File: src/rtl/spi_fifo_sequencer.sv
// spi_fifo_sequencer: pops TX FIFO bytes into spimaster one at a time and pushes each reply into the RX FIFO
module spi_fifo_sequencer #(
  parameter int START_TIMEOUT = 15,
  parameter int COUNT_WIDTH   = 16
) (
  input  logic                   clock,
  input  logic                   reset,
  input  logic                   enable,
  input  logic                   rx_discard,
  input  logic                   count_clear,
  input  logic                   err_clear,
  input  logic                   tx_nempty,
  input  logic [7:0]             tx_data,
  output logic                   tx_pop,
  output logic                   spi_go,
  output logic [7:0]             spi_din,
  input  logic                   spi_state,
  input  logic [7:0]             spi_dout,
  input  logic                   rx_full,
  output logic                   rx_shift,
  output logic [7:0]             rx_data,
  output logic                   busy,
  output logic [COUNT_WIDTH-1:0] xfer_count,
  output logic                   timeout_err
);
  localparam int TW = $clog2(START_TIMEOUT + 1);
  typedef enum logic [1:0] {IDLE, START, WAIT_DONE, PUSH} state_t;
  state_t                 r_state, w_state_nx;
  logic [TW-1:0]          r_tmo;
  logic                   r_tx_pop, r_spi_go, r_err;
  logic [7:0]             r_spi_din, r_rx_data;
  logic [COUNT_WIDTH-1:0] r_count;
  logic                   w_start, w_started, w_timeout, w_done, w_push_exit;
  always_comb begin
    w_start     = r_state == IDLE && enable && tx_nempty && !spi_state && (rx_discard || !rx_full);
    w_started   = r_state == START && spi_state;
    w_timeout   = r_state == START && !spi_state && r_tmo == TW'(START_TIMEOUT - 1);
    w_done      = r_state == WAIT_DONE && !spi_state;
    w_push_exit = r_state == PUSH && (rx_discard || !rx_full);
    w_state_nx  = w_start ? START : w_started ? WAIT_DONE : w_timeout ? IDLE :
                  w_done ? PUSH : w_push_exit ? IDLE : r_state;
  end
  // r_tmo counts START cycles; it restarts from 0 whenever the FSM is outside START
  always_ff @(posedge clock) begin
    if (reset) begin
      r_state   <= IDLE;
      r_tx_pop  <= 1'b0;
      r_spi_go  <= 1'b0;
      r_spi_din <= '0;
      r_rx_data <= '0;
      r_tmo     <= '0;
      r_count   <= '0;
      r_err     <= 1'b0;
    end else begin
      r_state  <= w_state_nx;
      r_tx_pop <= w_start;
      r_spi_go <= w_start || (r_state == START && !spi_state && !w_timeout);
      r_tmo    <= r_state == START ? r_tmo + 1'b1 : '0;
      if (w_start) r_spi_din <= tx_data;
      if (w_done) r_rx_data <= spi_dout;
      r_count  <= count_clear ? '0 : r_count + COUNT_WIDTH'(w_push_exit);
      r_err    <= w_timeout || (r_err && !err_clear);
    end
  end
  assign tx_pop      = r_tx_pop;
  assign spi_go      = r_spi_go;
  assign spi_din     = r_spi_din;
  assign rx_data     = r_rx_data;
  assign rx_shift    = r_state == PUSH && !rx_discard && !rx_full;
  assign busy        = r_state != IDLE;
  assign xfer_count  = r_count;
  assign timeout_err = r_err;
endmodule

File: config.mk
export PLATFORM = sky130hd
export DESIGN_NAME = spi_fifo_sequencer
export DESIGN_NICKNAME = d
export VERILOG_FILES = /design/src/rtl/spi_fifo_sequencer.sv
export SDC_FILE = /design/constraint.sdc
export NUM_CORES = 1
export LEC_CHECK = 0
export ABC_AREA = 1
export ABC_CLOCK_PERIOD_IN_PS = 4800
export CORE_ASPECT_RATIO = 1.1
export CORE_UTILIZATION = 40
export DETAILED_ROUTE_END_ITERATION = 8
export MAX_ROUTING_LAYER = met4
export PLACE_DENSITY = 0.72
export RECOVER_POWER = 100
export SETUP_SLACK_MARGIN = 0.15
export SLEW_MARGIN = 0
export SYNTH_ARGS = -nofsm -noshare
export SYNTH_HDL_FRONTEND = slang
export SYNTH_SLANG_ARGS = --single-unit
File: constraint.sdc
create_clock -name clock -period 4.8 [get_ports clock]
set_clock_uncertainty 0.15 [all_clocks]
set_input_delay 0.72 -clock clock [delete_from_list [all_inputs] [get_ports clock]]
set_output_delay 0.72 -clock clock [all_outputs]
set_load 0.01 [all_outputs]
======== Word level (Yosys, flattened, before mapping) ========
Cells that the tools add are included.
cells by class
  reduce and logical (&&, ||, !) cells .... 28
  bitwise gates (word level) .............. 1
  add/subtract/negate cells ............... 2
  equal/unequal tests ..................... 4
  mux-type cells .......................... 5
operator list
  kind                                                              number
  16-bit by 1-bit adder with 16-bit output                          1
  1-bit logical AND                                                 13
  2-bit 2-to-1 mux                                                  4
  2-bit OR reduction                                                3
  1-bit zero test                                                   5
  5-bit nonzero test                                                1
  4-bit by 1-bit adder with 4-bit output (second input constant)    1
  2-bit == test (second input constant)                             2
  4-bit == test (second input constant)                             1
  4-bit nonzero test                                                1
  1-bit logical OR                                                  3
  2-bit by 1-bit == test with 1-bit output (second input constant)  1
  2-bit zero test                                                   1
  2-bit nonzero test                                                1
  1-bit 2-to-1 mux                                                  1
  1-bit NOT                                                         1
word-level totals
  register bits ........................... 41
  word-level logic and storage cells ...... 49
  input bits .............................. 25

======== Longest topological paths before layout ========
  depth in word-level cells ............... 8
  mapped depth ............................ 13
  mapped depth without buffers ............ 13

======== Least setup slack after synthesis ========
Ideal clock, no wire load.
  path type ............................... input to register
  start ................................... input port rx_discard
  end ..................................... register r_count[12] (netlist: xfer_count[12])
  path slack .............................. 2.740 ns
  setup time .............................. 0.109 ns
  path buffers ............................ 0
  data arrival time ....................... 1.802 ns
  required time ........................... 4.541 ns
  stages .................................. 13
  cell sequence ........................... inv_1 -> nand2_1 -> nand2_1 -> inv_1 -> ha_1 -> ha_1 -> nand2_1 -> nor2_4 -> nand3_2 -> nand2_1 -> nand2_1 -> nand2_1 -> inv_1
on the way
  word-level cells in the longest chain between the ends .. 3
ends and longest elaborated chain
  what                                      RTL line  RTL
  start, declared                           9         input logic rx_discard,
  1-bit logical OR                          39        w_push_exit = r_state == PUSH && (rx_discard || !rx_full);
  1-bit logical AND                         39
  16-bit by 1-bit adder with 16-bit output  61        r_count <= count_clear ? '0 : r_count + COUNT_WIDTH'(w_push_exit);
  end signal, assigned                      61
  end, declared                             32        logic [COUNT_WIDTH-1:0] r_count;
Every way passes these cells.
A chain may end at the register's enable or synchronous reset.

======== Worst setup path after layout ========
  start ................................... input port rx_discard
  end ..................................... output port rx_shift
on the way
  word-level cells in the longest chain between the ends .. 3
ends and longest elaborated chain
  what                             RTL line  RTL
  1-bit zero test                  69        assign rx_shift = r_state == PUSH && !rx_discard && !rx_full;
  1-bit logical AND (2 in series)  69
  end, declared                    20        output logic rx_shift,
Every way passes these cells.

==> results_dict.tcl <==
set metrics [dict create \
    grt_start_max_net_pins 14 \
    ys_seq_area_share_pct 45.8 \
    synth_flop_cell "dfxtp_1" \
    final_nets 339 \
    post-cts-setup-buffers 0 \
    cts-buffers-inserted 5 \
    ant_nets 0 \
    relSlewSlack_pct 64.4 \
    grt_usage_pct 18.0 \
    grt_first_pass_wirelength_um 6450 \
    yosysWarningCount 0 \
    worst_r2r_startpoint "r_state[1]" \
    die_h_um 72.2 \
    vdd_ir_drop_max_mv 0.174 \
    num_antenna_cells 0 \
    crit_path_end_kind "primary output" \
    ios 62 \
    core-area_um2 4290 \
    die_x_um 65.8 \
    ys_types 25 \
    fin_tns_setup_ns 0 \
    clock_sink_count 41 \
    netlist_top_cells_area "dfxtp_1, nand2_1, inv_1, nor2_1, nand3_1" \
    hold_depth 2 \
    dp_hpwl_um 2840 \
    cts_tree "done" \
    cts_resized 0 \
    r2r_end "xfer_count[12]" \
    rows 25 \
    drt_iter0_markers 64 \
    start_util_pct 41.8 \
    slew_viol_final 0 \
    fin_crit_sh_pct 60.9 \
    critical_path.max_fanout 2 \
    drc 0 \
    whs_endpoint "timeout_err" \
    whs_ns 0.311 \
    via_per_inst 4.60 \
    setup_viol 0 \
    power_density_nw_per_um2 273 \
    multiInputGateArea_um2 802 \
    crit_arrival_ns 2.05 \
    crit_chain "dlygate4sd3_1 -> nor3_1 -> dlygate4sd3_1" \
    vias 1680 \
    maxCapViolCount 0 \
    cts_root_buf "clkbuf_8" \
    cts_hold_buf 0 \
    syn_inst 246 \
    clockBufferDepth 2 \
    yosysTopAreaCellShare_pct 45.8 \
    max_slew.worst_pin.slew_ns 0.532 \
    crit_top_cell "dlygate4sd3_1" \
    synth_edf_count 0 \
    drive_gt1_share_pct 5.79 \
    gp_congestion 0.787 \
    syn_avg_cell_area_um2 7.28 \
    r2r_cells 13 \
    period_needed_ns 2.92 \
    overflow 0 \
    hold_viol 0 \
    syn2layout_area_growth_pct 41.8 \
    run_status "finished, final reports clean" \
    clk_pin_slew_ns 0.08 \
    min-delay-start "timeout_err" \
    grt_pass1_vias 1539 \
    wl_per_cell_um 10.3 \
    ff2ff_setup_slack_ns 2.62 \
    synth_area_um2 1790 \
    io_buffers 61 \
    dr.pass1.iters 4 \
    synth_nets 275 \
    timing.fmax_mhz 342 \
    wirelength_um 3770 \
    crit_type "in -> out" \
    die_area_um2 4750 \
    nFillCells 412 \
    crit_slowest_cell "dlygate4sd3_1" \
    worst_setup_path_start_kind "primary input" \
    rsz0062_at_grt "no" \
    seq_area_um2 821 \
    antenna_found_initial 0 \
    post-route-util_pct 59.2 \
    required_ns 3.93 \
    max_stage_delay_ns 0.62 \
    hp-class "reg -> reg" \
    ys_ff_latch 41 \
    synth_top_area_cell "dfxtp_1" \
    leakage_nw 1.10 \
    clk_latency_ns 0.29 \
    htree_levels 2 \
    ys_async_sr_fraction_pct 0 \
]
## placed cells by master, fill, tap and decap left out
master,instances
xnor2_1,3
clkbuf_8,6
bufinv_16,1
inv_2,3
o21a_1,2
nand2_1,72
o21ai_0,4
dfxtp_1,41
nand4_1,5
dlygate4sd3_1,40
ha_1,4
nor2_2,2
inv_1,28
o21bai_1,1
nor2_1,29
nor3_1,3
nand3b_1,2
xor2_1,1
nand3_2,2
nand2_2,2
clkinvlp_2,1
clkdlybuf4s50_1,21
a21oi_2,1
clkbuf_1,1
a21oi_1,18
nand3_1,18
## cells in the mapped netlist, types with 3 or more instances
library cell  count
inv_2             4
ha_1              4
nor3_1            3
nor2_1           26
nand3_1          18
dfxtp_1          41
o21ai_0           4
nand2_1          72
a21oi_1          17
nor2_2            3
xnor2_1           3
inv_1            27
nand4_1           5
## critical path, delay by kind of cell
kind                   cells  cell delay [ns]
buffers and inverters      2             1.17
and+or+nand+nor            1             0.16
## report_power, final
part | total [W] | switching (W) | internal, W
registers | 0.000350 | 0.00000429 | 0.000346
logic | 0.0000571 | 0.0000259 | 0.0000311
clock network | 0.000286 | 0.000116 | 0.000170
total | 0.000693 | 0.000146 | 0.000547
## registers in the layout, summed over array words and instances (netlist names)
register,cells
r_state,2
tx_pop,1
timeout_err,1
rx_data,8
spi_din,8
r_tmo,4
spi_go,1
xfer_count,16
## cell type report
type	count	share of cell area [%]
multi-input combinational	169	31.6
sequential	41	32.3
inverter	32	4.78
clock buffer	7	3.40
timing repair buffer	61	24.1
clock inverter	1	1.18
tap	54	2.66
## layer usage
layer	vias up	GRT usage (%)	wire (µm)
li1	900	-	-
met1	730	21.1	1820
met2	46	29.0	1710
met3	4	5.50	193
met4	0	6.04	40
met5	-	-	0
## metrics by stage
step	instance area [µm²]	setup WS (ns)	power [W]	cells
floorplan	1790	2.74	0.000384	246
global placement	2440	2.06	0.000419	357
detailed placement	2440	2.05	0.000419	357
CTS	2560	2.03	0.000707	365
global route	2540	1.83	0.000724	365
finish	2540	1.88	0.000693	365
## kinds of logic after synthesis
family | after synthesis | synth area share, %
buffers and inverters | 36 | 8.18
xor gates and xnor gates | 4 | 1.96
and+or+nand+nor | 135 | 33.1
DFF | 41 | 45.8
adders and majority gates | 4 | 2.80
AOI/OAI and AO/OA | 26 | 8.11
## how the worst max path moves through the flow
stage | cells after the start | from | end
global route | 3 | rx_discard | rx_shift
global placement | 3 | rx_full | rx_shift
floorplan | 13 | rx_discard | xfer_count[12]
detailed placement | 3 | rx_full | rx_shift
CTS | 3 | rx_full | rx_shift
finish | 3 | rx_discard | rx_shift
(Power assumes the default switching activity.)
